File: src/rtl/mem_stage_ctrl.sv
// MIPS M-stage controller: data-memory handshake, halfword lane steering,
// load sign extension, timeout abort and the M/WB pipeline register.
module mem_stage_ctrl #(
    parameter int data_size = 32,
    parameter int pc_size   = 18,
    parameter int addr_size = 16,
    parameter int TIMEOUT   = 15
) (
    input  logic                 clk,
    input  logic                 rst,
    input  logic                 M_MemtoReg,
    input  logic                 M_RegWrite,
    input  logic                 M_MemWrite,
    input  logic                 M_SH,
    input  logic                 M_LH,
    input  logic                 M_to_reg31,
    input  logic [data_size-1:0] M_ALU_result,
    input  logic [data_size-1:0] M_Rt_data,
    input  logic [pc_size-1:0]   M_PCplus8,
    input  logic [4:0]           M_WR_out,
    output logic                 DM_req,
    output logic                 DM_we,
    output logic [addr_size-1:0] DM_addr,
    output logic [3:0]           DM_be,
    output logic [data_size-1:0] DM_wdata,
    input  logic                 DM_ack,
    input  logic [data_size-1:0] DM_rdata,
    output logic                 stall,
    output logic                 WB_RegWrite,
    output logic [4:0]           WB_WR_out,
    output logic [data_size-1:0] WB_WD,
    output logic                 align_err,
    output logic                 bus_err
);

    typedef enum logic {S_IDLE, S_WAIT} state_t;

    state_t         state;
    logic [7:0]     cnt;

    logic           access;
    logic           half;
    logic           misaligned;
    logic           at_limit;
    logic           abort;
    logic [15:0]    half_sel;
    logic [data_size-1:0] load_data;
    logic [data_size-1:0] wd_next;
    logic [4:0]     wr_next;

    always_comb begin
        access     = M_MemtoReg | M_MemWrite;
        half       = M_SH | M_LH;
        misaligned = access & (half ? M_ALU_result[0] : (M_ALU_result[1:0] != 2'b00));
        at_limit   = (state == S_WAIT) && (cnt == 8'(TIMEOUT));
    end

    // Request is dropped the moment reset is seen so an in-flight access dies at once.
    always_comb begin
        DM_req = 1'b0;
        if (!rst)
            DM_req = (state == S_WAIT) | (access & ~misaligned);
    end

    // A late ack in the final WAIT cycle still completes; only a silent bus aborts.
    always_comb begin
        stall = DM_req & ~DM_ack & ~at_limit;
        abort = DM_req & ~DM_ack & at_limit;
        DM_we = DM_req & M_MemWrite;
    end

    always_comb begin
        DM_addr = {M_ALU_result[addr_size-1:2], 2'b00};
        DM_be   = 4'b1111;
        if (half)
            DM_be = M_ALU_result[1] ? 4'b1100 : 4'b0011;
        DM_wdata = M_Rt_data;
        if (M_SH)
            DM_wdata[31:0] = {M_Rt_data[15:0], M_Rt_data[15:0]};
    end

    always_comb begin
        half_sel  = M_ALU_result[1] ? DM_rdata[31:16] : DM_rdata[15:0];
        load_data = DM_rdata;
        if (M_LH)
            load_data = {{(data_size-16){half_sel[15]}}, half_sel};
        wr_next = M_to_reg31 ? 5'd31 : M_WR_out;
        if (M_to_reg31)
            wd_next = {{(data_size-pc_size){1'b0}}, M_PCplus8};
        else if (M_MemtoReg)
            wd_next = load_data;
        else
            wd_next = M_ALU_result;
    end

    always_ff @(posedge clk) begin
        if (rst) begin
            state       <= S_IDLE;
            cnt         <= 8'd0;
            WB_RegWrite <= 1'b0;
            WB_WR_out   <= 5'd0;
            WB_WD       <= '0;
            align_err   <= 1'b0;
            bus_err     <= 1'b0;
        end else begin
            case (state)
                S_IDLE: begin
                    if (DM_req && !DM_ack) begin
                        state <= S_WAIT;
                        cnt   <= 8'd1;
                    end
                end
                S_WAIT: begin
                    if (DM_ack || at_limit) begin
                        state <= S_IDLE;
                        cnt   <= 8'd0;
                    end else begin
                        cnt <= cnt + 8'd1;
                    end
                end
                default: begin
                    state <= S_IDLE;
                    cnt   <= 8'd0;
                end
            endcase

            // A held instruction leaves a bubble in WB; error pulses belong to the retiring one.
            if (stall) begin
                WB_RegWrite <= 1'b0;
                align_err   <= 1'b0;
                bus_err     <= 1'b0;
            end else begin
                WB_RegWrite <= M_RegWrite & ~(misaligned | abort);
                WB_WR_out   <= wr_next;
                WB_WD       <= wd_next;
                align_err   <= misaligned;
                bus_err     <= abort;
            end
        end
    end

endmodule

File: config.mk
export PLATFORM = sky130hd
export DESIGN_NAME = mem_stage_ctrl
export DESIGN_NICKNAME = d
export VERILOG_FILES = /design/src/rtl/mem_stage_ctrl.sv
export SDC_FILE = /design/constraint.sdc
export NUM_CORES = 1
export LEC_CHECK = 0
export CORE_ASPECT_RATIO = 0.6
export CORE_MARGIN = 2
export CORE_UTILIZATION = 38
export CTS_CLUSTER_DIAMETER = 80
export DETAILED_ROUTE_END_ITERATION = 8
export PLACE_DENSITY = 0.86
export SETUP_SLACK_MARGIN = 0.4
export SLEW_MARGIN = 10
export SYNTH_ARGS = -nofsm -noshare
export SYNTH_HDL_FRONTEND = slang
export SYNTH_SLANG_ARGS = --single-unit
File: constraint.sdc
create_clock -name clk -period 3.4 [get_ports clk]
set_clock_uncertainty 0.15 [all_clocks]
set_input_delay 0.68 -clock clk [delete_from_list [all_inputs] [get_ports clk]]
set_output_delay 0.68 -clock clk [all_outputs]
set_load 0.03 [all_outputs]
==> results.sh, run 1 <==
export IMPL_max_freq_ghz=0.340
export IMPL_crit_required_ns=2.57
export IMPL_hp_start="WB_WR_out[2]"
export IMPL_ys_ff_latch=49
export IMPL_slowest_stage="clkdlybuf4s50_1"
export IMPL_cts_root_buf="clkbuf_16"
export IMPL_antenna_left=0
export IMPL_overflow=0
export IMPL_maxSlewHeadroom=0.378
export IMPL_ioPinCount=223
export IMPL_critPathLaunch="M_MemtoReg"
export IMPL_drc=0
export IMPL_drtPass1Iterations=5
export IMPL_tns_ns=0
export IMPL_criticalPathCategory="in -> out"
export IMPL_ys_flop_type="dfxtp_1"
export IMPL_coreArea_mm2=0.00801
export IMPL_drive_above_1_share=0.135
export IMPL_slew_violations=0
export IMPL_ys_async_sr_fraction=0
export IMPL_outcome="finished clean"
export IMPL_path_cells="clkdlybuf4s50_1 -> nor2_2 -> o41ai_4 -> buf_4 -> and2_1 -> buf_4"
export IMPL_row_count=25
export IMPL_cts_buffers=5
export IMPL_routed_via_density=5.56
export IMPL_drt_iter0_markers=441
export IMPL_ctsHoldBuffers=0
export IMPL_wl_um=12200
export IMPL_syn_area_mm2=0.00319
export IMPL_tightest_slew_ns=0.931
export IMPL_postSynthCellCount=363
export IMPL_portBuffers=220
export IMPL_tritoncts="built"
export IMPL_antenna_cells=0
export IMPL_hp_class="reg -> reg"
export IMPL_multi_input_area_mm2=0.00180
export IMPL_via_count=3656
export IMPL_grt_max_degree=29
export IMPL_die_y_um=75.0
export IMPL_initial_core_util=0.398
export IMPL_crit_arrival_ns=2.11
export IMPL_critPathLaunchType="input port"
export IMPL_yosysWarnings=0
export IMPL_worstPathMaxFanout=6
export IMPL_final_cell_mix="clkdlybuf4s50_1 (194), dfxtp_1 (49), o21ai_0 (36)"
export IMPL_finalCritPeriodShare=0.865
export IMPL_vdd_drop_max_v=0.000197
export IMPL_wl_per_cell_um=18.6
export IMPL_dp_hpwl_um=9180
export IMPL_grt_pass1_wl_um=17400
export IMPL_final_area_mm2=0.00543
export IMPL_insertion_delay_ns=0.28
export IMPL_maxCapViolations=0
export IMPL_crit_top_cell="buf_4"
export IMPL_ys_seq_area_frac=0.308
export IMPL_regArea_um2=981
export IMPL_path_clk_slew_ns=0.07
export IMPL_min_period_ns=2.94
export IMPL_rsz0062_at_grt="false"
export IMPL_critical_path_max_stage_delay_ns=0.51
export IMPL_grt_pass1_vias=3397
export IMPL_cts_sinks=49
export IMPL_syn_area_per_cell_um2=8.78
export IMPL_htree_levels=2
export IMPL_fp_dieW_um=122
export IMPL_die_area_mm2=0.00916
export IMPL_area_growth_pct=70.2
export IMPL_placed_area_mm2=0.00523
export IMPL_clk_path_buf_depth=2
export IMPL_layout_nets=677
export IMPL_hold_viol=0
export IMPL_r2r_start="cnt[0]"
export IMPL_setup_viol=0
export IMPL_gp_congestion=0.818
export IMPL_final_common_cell="clkdlybuf4s50_1"
export IMPL_powerDensity_mw_per_mm2=337
export IMPL_cp_end_kind="primary output"
export IMPL_leakagePower_uw=0.00216
export IMPL_grt_antenna_before_repair=0
export IMPL_synth_edf_count=0
export IMPL_fillers=645
export IMPL_track_usage=0.243
export IMPL_ys_types=56
## Yosys cell counts (2+ instances only)
master | count | share of area
buf_4 | 38 | 0.089
nor2b_1 | 2 | 0.0039
o21ai_0 | 36 | 0.057
nor3_1 | 3 | 0.0047
nand2_1 | 18 | 0.021
a221oi_1 | 3 | 0.0082
buf_2 | 2 | 0.0031
inv_2 | 2 | 0.0024
nand3_1 | 13 | 0.020
a211oi_1 | 17 | 0.040
and3_1 | 14 | 0.027
xor2_1 | 2 | 0.0055
mux2_2 | 19 | 0.067
mux2_4 | 9 | 0.042
a21o_1 | 2 | 0.0047
clkbuf_1 | 17 | 0.020
o41ai_1 | 4 | 0.011
a21oi_1 | 11 | 0.017
nand2b_1 | 2 | 0.0039
a311oi_1 | 2 | 0.0055
and4bb_2 | 2 | 0.0078
o31ai_1 | 11 | 0.026
buf_6 | 2 | 0.0071
dfxtp_1 | 49 | 0.31
a22o_1 | 11 | 0.030
a221o_1 | 9 | 0.028
nand4b_1 | 8 | 0.022
a21bo_2 | 2 | 0.0063
nor2_1 | 22 | 0.026
inv_1 | 5 | 0.0059
## timing repair
item,in CTS,in global routing
hold endpoints to repair,0,0
pin swaps,2,1
gates cloned,0,1
setup endpoints to repair,19,2
buffers inserted,2,2
gates resized for setup,16,4
## metrics by stage
stage	power [uW]	hold slack, ns	utilization	cells	setup slack (ns)
floorplan	1010	0.295	-	364	0.440
CTS	1820	0.315	0.671	654	0.423
finish	1830	0.319	0.678	657	0.460
detailed placement	1330	0.303	0.653	644	0.260
global route	1900	0.336	0.678	657	0.412
global placement	1320	0.296	0.653	644	0.272
## worst max-delay path, delay by kind of cell
family | cells | cell delay, ns
buffers and inverters | 3 | 0.88
AO/OA/AOI/OAI | 1 | 0.32
AND/OR/NAND/NOR | 2 | 0.23
## per-layer routing
layer,global-route usage,routed length (um),up-vias
met5,0,0,-
met4,0.0498,136,0
met3,0.0545,1220,14
met2,0.409,5750,221
met1,0.324,5100,1719
li1,-,-,1702
## power breakdown
| part | internal (uW) | switching (uW) | total [uW] |
|---|---|---|---|
| combinational | 339 | 343 | 682 |
| clock | 293 | 217 | 510 |
| sequential | 613 | 23.0 | 636 |
## state kept, by name (all words and copies together) (netlist names)
signal and cells:
WB_RegWrite 1, WB_WD 32, WB_WR_out 5, align_err 1, bus_err 1, cnt 8
state 1
## layout make-up
cell class / count / area share
clock buffers: 6 / 0.0256
well taps: 108 / 0.0249
repair buffers: 237 / 0.429
multi-input cells: 248 / 0.332
flip-flops and latches: 49 / 0.181
clock inverters: 2 / 0.00254
inverters: 7 / 0.00484
## logic make-up after synthesis
family,count (synthesis),synth area share
AOI/OAI and AO/OA,118,0.268
and+or+nand+nor,95,0.169
buffers and inverters,67,0.129
DFF,49,0.308
muxes,29,0.113
xor gates and xnor gates,3,0.00824
adders and majority gates,1,0.00392
other,1,0.00118
## final timing paths
kind,endpoint,slack (ns),cells past startpoint
max reg2reg,WB_WD[29],1.31,6
max,DM_we,0.46,6
min reg2reg,WB_WR_out[2],0.32,2
min,WB_WR_out[2],0.32,2
Note: power is estimated with default switching activity, not from simulation.
==> inputs of run 2 (changes only) <==
CAP_MARGIN = 10   (was not set)
==> results of run 2 <==
Same layout as run 1: the final DEF is identical, and so are final timing and power.
